File: config.mk
export PLATFORM = sky130hd
export DESIGN_NAME = instruction_decode
export DESIGN_NICKNAME = d
export VERILOG_FILES = /design/src/rtl/instruction_decode.sv
export SDC_FILE = /design/constraint.sdc
export NUM_CORES = 1
export LEC_CHECK = 0
export ABC_AREA = 1
export CAP_MARGIN = 40
export CORE_MARGIN = 5
export CORE_UTILIZATION = 51
export CTS_CLUSTER_DIAMETER = 40
export DETAILED_ROUTE_END_ITERATION = 7
export PLACE_DENSITY = 0.86
export SLEW_MARGIN = 20
export SYNTH_ARGS = -nofsm -noshare
export SYNTH_HDL_FRONTEND = slang
export SYNTH_SLANG_ARGS = --single-unit
export TNS_END_PERCENT = 100
File: constraint.sdc
create_clock -name clk -period 4.16 [get_ports clk]
set_input_delay 0.832 -clock clk [delete_from_list [all_inputs] [get_ports clk]]
set_output_delay 0.832 -clock clk [all_outputs]
set_load 0.01 [all_outputs]
File: src/rtl/instruction_decode.sv
// Instruction decode stage: captures one fetch word per DIR/ack_prev handshake,
// splits it into register fields, function code, extended immediate and class
// flags, and holds the bundle under DOR until the next stage acknowledges.
module instruction_decode #(
    parameter int unsigned ILLEGAL_CNT_W = 8
) (
    input  logic                     clk,
    input  logic                     reset,
    input  logic                     DIR,
    input  logic [31:0]              data_in,
    output logic                     ack_prev,
    output logic                     DOR,
    input  logic                     ack_from_next,
    output logic [5:0]               opcode,
    output logic [4:0]               rd,
    output logic [4:0]               rs,
    output logic [4:0]               rt,
    output logic [5:0]               funct,
    output logic [31:0]              imm,
    output logic [2:0]               op_class,
    output logic                     illegal,
    output logic                     halt,
    output logic [ILLEGAL_CNT_W-1:0] illegal_count
);

    // FSM states
    localparam logic StIdle     = 1'b0;
    localparam logic StWaitNext = 1'b1;

    // Instruction classes
    localparam logic [2:0] ClsAlu    = 3'd0;
    localparam logic [2:0] ClsAlui   = 3'd1;
    localparam logic [2:0] ClsLoad   = 3'd2;
    localparam logic [2:0] ClsStore  = 3'd3;
    localparam logic [2:0] ClsBranch = 3'd4;
    localparam logic [2:0] ClsJump   = 3'd5;
    localparam logic [2:0] ClsLui    = 3'd6;
    localparam logic [2:0] ClsSys    = 3'd7;

    // Opcodes in the decode table
    localparam logic [5:0] OpAlu   = 6'h00;
    localparam logic [5:0] OpAlui  = 6'h01;
    localparam logic [5:0] OpLoad  = 6'h02;
    localparam logic [5:0] OpStore = 6'h03;
    localparam logic [5:0] OpBeq   = 6'h04;
    localparam logic [5:0] OpBne   = 6'h05;
    localparam logic [5:0] OpJump  = 6'h06;
    localparam logic [5:0] OpLui   = 6'h07;
    localparam logic [5:0] OpHalt  = 6'h3F;

    localparam logic [ILLEGAL_CNT_W-1:0] CntOne = {{(ILLEGAL_CNT_W-1){1'b0}}, 1'b1};

    logic                     state_q;
    logic                     state_d;
    logic                     drop_seen_q;
    logic                     drop_seen_d;
    logic                     capture;
    logic                     dor_d;
    logic                     ack_d;
    logic                     cnt_sat;
    logic [ILLEGAL_CNT_W-1:0] cnt_d;

    logic [31:0] sext_imm;
    logic [2:0]  dec_class;
    logic [31:0] dec_imm;
    logic [5:0]  dec_funct;
    logic        dec_illegal;
    logic        dec_halt;

    assign sext_imm = {{16{data_in[15]}}, data_in[15:0]};

    // Capture only in IDLE, and only once DIR has dropped since the last capture
    assign capture = (state_q == StIdle) && DIR && drop_seen_q;

    // Combinational decode of the word currently on data_in
    always_comb begin
        dec_class   = ClsSys;
        dec_imm     = 32'h0;
        dec_funct   = 6'h0;
        dec_illegal = 1'b0;
        dec_halt    = 1'b0;
        case (data_in[31:26])
            OpAlu: begin
                dec_class = ClsAlu;
                dec_funct = data_in[5:0];
            end
            OpAlui: begin
                dec_class = ClsAlui;
                dec_imm   = sext_imm;
            end
            OpLoad: begin
                dec_class = ClsLoad;
                dec_imm   = sext_imm;
            end
            OpStore: begin
                dec_class = ClsStore;
                dec_imm   = sext_imm;
            end
            OpBeq, OpBne: begin
                dec_class = ClsBranch;
                dec_imm   = {sext_imm[29:0], 2'b00};
            end
            OpJump: begin
                dec_class = ClsJump;
                dec_imm   = {6'b0, data_in[25:0]};
            end
            OpLui: begin
                dec_class = ClsLui;
                dec_imm   = {data_in[15:0], 16'h0};
            end
            OpHalt: begin
                dec_class = ClsSys;
                dec_halt  = 1'b1;
            end
            default: begin
                dec_class   = ClsSys;
                dec_illegal = 1'b1;
            end
        endcase
    end

    // Handshake next-state: state, DOR, ack pulse and the DIR-drop tracker
    always_comb begin
        state_d     = state_q;
        dor_d       = DOR;
        ack_d       = 1'b0;
        drop_seen_d = drop_seen_q;
        case (state_q)
            StIdle: begin
                dor_d = capture;
                ack_d = capture;
                if (capture) begin
                    state_d = StWaitNext;
                end
            end
            StWaitNext: begin
                // A simultaneous new DIR is not looked at here; capture waits for IDLE
                if (ack_from_next) begin
                    dor_d   = 1'b0;
                    state_d = StIdle;
                end
            end
            default: begin
                state_d = StIdle;
                dor_d   = 1'b0;
            end
        endcase
        if (!DIR) begin
            drop_seen_d = 1'b1;
        end else if (capture) begin
            drop_seen_d = 1'b0;
        end
    end

    // Saturating illegal-word counter next value
    always_comb begin
        cnt_sat = &illegal_count;
        cnt_d   = illegal_count;
        if (capture && dec_illegal && !cnt_sat) begin
            cnt_d = illegal_count + CntOne;
        end
    end

    // Handshake and counter state
    always_ff @(posedge clk or negedge reset) begin
        if (!reset) begin
            state_q       <= StIdle;
            drop_seen_q   <= 1'b1;
            DOR           <= 1'b0;
            ack_prev      <= 1'b0;
            illegal_count <= '0;
        end else begin
            state_q       <= state_d;
            drop_seen_q   <= drop_seen_d;
            DOR           <= dor_d;
            ack_prev      <= ack_d;
            illegal_count <= cnt_d;
        end
    end

    // Decoded bundle registers, loaded only on a capture edge and held otherwise
    always_ff @(posedge clk or negedge reset) begin
        if (!reset) begin
            opcode   <= 6'h0;
            rd       <= 5'h0;
            rs       <= 5'h0;
            rt       <= 5'h0;
            funct    <= 6'h0;
            imm      <= 32'h0;
            op_class <= 3'h0;
            illegal  <= 1'b0;
            halt     <= 1'b0;
        end else if (capture) begin
            opcode   <= data_in[31:26];
            rd       <= data_in[25:21];
            rs       <= data_in[20:16];
            rt       <= data_in[15:11];
            funct    <= dec_funct;
            imm      <= dec_imm;
            op_class <= dec_class;
            illegal  <= dec_illegal;
            halt     <= dec_halt;
        end
    end

endmodule

# Word level (Yosys, flattened, before mapping)
# Cells that the tools add are included.
# word_totals
word_cells,49
reg_bits,76
input_bits,36
# classes
n_bitwise,1
add_sub_neg,1
eq_ne,10
n_mux,13
reduce_logical,10
# op_table
operator,n
32-bit one-hot mux with 4 select lines,1
"6-bit by 3-bit equality test with 1-bit output, second input constant",4
3-bit one-hot mux with 7 select lines,1
"6-bit by 2-bit equality test with 1-bit output, second input constant",2
9-bit OR reduction,1
"8-bit by 1-bit adder with 8-bit output, second input constant",1
1-bit 2-to-1 mux,8
8-bit AND reduction,1
"6-bit by 1-bit equality test with 1-bit output, second input constant",1
"6-bit equality test, second input constant",1
6-bit logical NOT,1
6-bit 2-to-1 mux,1
1-bit logical AND,4
1-bit one-hot mux with 2 select lines,2
3-bit OR reduction,1
"2-bit by 1-bit != test with 1-bit output, second input constant",1
"2-bit != test, second input constant",1
2-bit OR reduction,1
1-bit logical NOT,1
1-bit inverter,1

# Logic depth before layout (Yosys ltp)
# logic_depth
ltp_word,5
depth_mapped,10
ltp_nobuf,9

# Least setup slack after synthesis
# No wires, ideal clock.
# synth_path
kind,input-to-reg
start,in data_in[27]
end,reg illegal_count[2]
path_buffers,1
path_slack_ns,2.406
arrival_ns,1.637
path_stages,9
path_cell_list,inv_1 > nor2_1 > nand3_2 > nand2_1 > nor2_1 > buf_2 > nand3_1 > nand2_1 > nand2_1
# synth_via
elab_chain_len,5
word_cells_on_any_way,13
classes_between,8 x eq/ne; 1 x mux; 4 x reduce/logical
# synth_rtl
item,line,source
start: declaration,10,"input logic [31:0] data_in,"
"6-bit by 3-bit equality test with 1-bit output, or another cell as far along",82,case (data_in[31:26])
9-bit OR reduction (no line) *,--,
1-bit 2-to-1 mux *,82,
1-bit logical AND * (2 in series),159,if (capture && dec_illegal && !cnt_sat) begin
end signal: assignment,177,illegal_count <= cnt_d;
end: declaration,23,output logic [ILLEGAL_CNT_W-1:0] illegal_count
# Mark *: on every way between the ends. The rest lies on a longest branch, timed or not.
# A chain may end at the register's enable or synchronous reset.

# Worst setup path after layout
# layout_path
start,in data_in[31]
end,reg illegal_count[1]
# The elaborated chain is that of the path after synthesis.

==> results.md <==
* Clk slew on worst S/H paths at 0.08 ns
* CP Data Arrival Time at 2.97 ns
* F_max at roughly 370 MHz
* Multi-input gate area at between 1000 and 1500 um2
* Worst Max-Slew Pin Slew at roughly 0.7 ns
* CTS sink count at 76
* Die area at roughly 8800 um2
* Failing checks: DRC
* Clock Tree Buf Depth at 2
* Via count at 3428
* Reg area at 1903 um2
* Vias/cell at 5.210
* First-pass GRT wire length at 16.74 mm
* Tcrit/Tclk final at 0.6570
* Final setup viols at 0
* Vias in the first global route at between 3000 and 4000
* Switching share of power at 0.3033
* Post-synthesis sequential area ratio at 0.5296
* Clock share of power at 0.304
* Crit-path cells: clkdlybuf4s50_1, nor2_4, nand3_4, nand2_1, nor2_1, nand3_1, nand2_1, nand2_1
* Internal power at between 1 and 1.5 mW
* Mapped Cells at 452
* RSZ-0062 raised after global routing: no
* PostCTS Resize Cnt at 0
* Die span in y at around 94 um
* Core area at 6832 um2
* Die outline width at 93.94 um
* Worst min path class: in -> async
* Postcts setup bufs at 0
* CP peak stage delay at approximately 0.57 ns
* Syn Nets at 489
* Initial Util at 0.5260
* Non-filler cells, final at around 660
* Gate power share at 0.259
* Crit-path max FO at 16
* Kind of critical path: in -> reg
* CP startpoint kind: primary input
* Diode count at 0
* Yosys reg bits at 76
* Max_slew headroom at 0.5421
* CP Capture Type: register
* WL/cell at ~16 um
* Synth Cell Area at 3593 um2
* Outcome: finished with violations
* Gr ovfl total at 0
* Antenna Nets Post-Route at 0
* CTS buffer count at 9
* CTS H-tree lvls at 3
* I/O Buffers at 109
* Insertion delay to the later sink of the worst-skew pair at around 0.35 ns
* DP Cell Count at 642
* Drt first pass iters at 6
* Iter 0 DRT Violations at ~190
* Pin count of the biggest net entering global routing at between 60 and 70
* Post-CTS Hold Fix Bufs at 0
* CTS tree: yes
* Synth warnings at 0
* Final Max Slew Viols at 0
* Clock root buffer: clkbuf_8
* Rows at 30
* IO Pins at 110
* Sequential power share at 0.437
* Number of max-cap violations at 0
* DRC at 1
* Critical Path Most Common Cell: nand2_1
* Max Clock Skew at 0.01071 ns
* Tmin final at around 2.7 ns
* Initial antenna violation count at 0
* Final wirelength at between 10 and 15 mm
* Synth cell types at 28
* Share of cells above drive strength 1 at 0.08007
* Area growth from synthesis to final layout at 38.34%
* Setup_tns at 0 ns
* Synthesized area per cell at slightly below 8 um2
* CP max stage cell: clkdlybuf4s50_1
* NetSw at 0.6481 mW
* Pwr dens at 429.8 nW/um2
* Final hold violations at 0
* DP HPWL at roughly 7.5 mm
* Gr usage total at 0.2454
* Cell leakage power at about 2.6 nW
* Number of nets in the layout at 594
* Gpl congestion at ~0.94
* Worst vdd ir at 0.0002941 V
* Filler cells at 541
* Crit path required time at approximately 4.4 ns
registers in the layout, summed over array words and instances (netlist names):
name	flops
DOR	1
ack_prev	1
drop_seen_q	1
funct	6
halt	1
illegal	1
illegal_count	8
imm	32
op_class	3
opcode	6
rd	5
rs	5
rt	5
state_q	1
critical path, delay by kind of cell:
kind                   cells  cell delay, ns
buffers and inverters      1            0.57
and+or+nand+nor            7            1.57
stage by stage:
step	hold slack (ns)	total power [mW]	instance area (um2)	utilization	setup WS, ns
final	0.4165	2.137	4971	0.7277	1.427
after global placement	0.4579	1.483	4718	0.6907	1.242
after floorplan	0.4488	1.158	3593	-	2.406
after global routing	0.4355	2.242	4971	0.7277	1.251
after CTS	0.4316	2.147	4971	0.7277	1.484
after detailed placement	0.4651	1.501	4738	0.6936	1.154
power groups by stage:
stage	Sequential (mW)	Clock, mW	Combinational [mW]
after floorplan	0.983	0	0.175
after global placement	0.942	0	0.541
after detailed placement	0.944	0	0.557
after CTS	0.934	0.652	0.561
after global routing	0.950	0.686	0.606
final	0.935	0.648	0.553
cell type report:
type | count | area share
Tap cell | 96 | 0.02416
Clock inverter | 6 | 0.01913
Multi-Input combinational cell | 329 | 0.2983
Timing Repair Buffer | 112 | 0.2260
Sequential cell | 76 | 0.3828
Clock buffer | 10 | 0.02769
Inverter | 29 | 0.02190
routing by layer:
metal | GRT usage | part of all wire
met1 | 0.3250 | 0.43
met2 | 0.3921 | 0.48
met3 | 0.05128 | 0.068
met4 | 0.1011 | 0.020
met5 | 0 | 0
final timing paths:
kind | from | endpoint | slack (ns) | cells after the start
worst max register to register | drop_seen_q | illegal_count[1] | 1.95 | 7
max in group asynchronous | reset | opcode[5] | 3.16 | 2
min in group clk | opcode[5] | opcode[5] | 0.48 | 2
worst max-delay path | data_in[31] | illegal_count[1] | 1.43 | 8
worst min register to register | opcode[5] | opcode[5] | 0.48 | 2
worst min-delay path | reset | state_q | 0.42 | 1
Yosys cell counts:
cell type	n	area share
o21a_1	1	0.0021
nor2_4	2	0.0063
nor3_1	1	0.0014
nand3_4	1	0.0049
nand2_1	230	0.24
a31oi_1	2	0.0035
inv_2	4	0.0042
o21ai_1	6	0.0084
buf_2	7	0.0097
nand2_2	2	0.0035
dfrtp_1	75	0.52
nand2_4	3	0.0094
a21oi_1	1	0.0014
nand3_2	12	0.033
dfstp_2	1	0.0073
clkbuf_1	8	0.0084
nor2_1	16	0.017
nor4_1	1	0.0017
nand3b_1	1	0.0021
o21ai_0	29	0.040
buf_8	1	0.0042
buf_6	1	0.0031
buf_4	1	0.0021
xor2_1	3	0.0073
ha_1	1	0.0035
nand3_1	9	0.013
inv_1	25	0.026
nand4_1	8	0.014
logic make-up (layout without fill, tap and decap cells):
family                   Yosys count  after routing  share of synthesized area
buffers and inverters             47            157                    0.05780
AND/OR/NAND/NOR                  286            286                     0.3461
flip-flops                        76             76                     0.5296
AO/OA/AOI/OAI                     39             39                    0.05571
adder cells (fa/ha/maj)            1              1                   0.003481
XOR/XNOR                           3              3                   0.007313
cell usage in the layout, fill, tap and decap left out, types with 3 or more instances in the layout:
| cell type | synthesis | layout |
|---|---|---|
| nand3_1 | 9 | 9 |
| xor2_1 | 3 | 3 |
| inv_1 | 25 | 25 |
| o21ai_1 | 6 | 6 |
| nand3_2 | 12 | 12 |
| nand2_4 | 3 | 3 |
| nand2_1 | 230 | 230 |
| o21ai_0 | 29 | 29 |
| nand4_1 | 8 | 8 |
| clkdlybuf4s50_1 | 0 | 108 |
| nor2_1 | 16 | 16 |
| dfrtp_1 | 75 | 75 |
| clkbuf_8 | 0 | 10 |
| inv_2 | 4 | 4 |
| buf_4 | 1 | 3 |
Note: power is estimated with default switching activity, not from simulation.
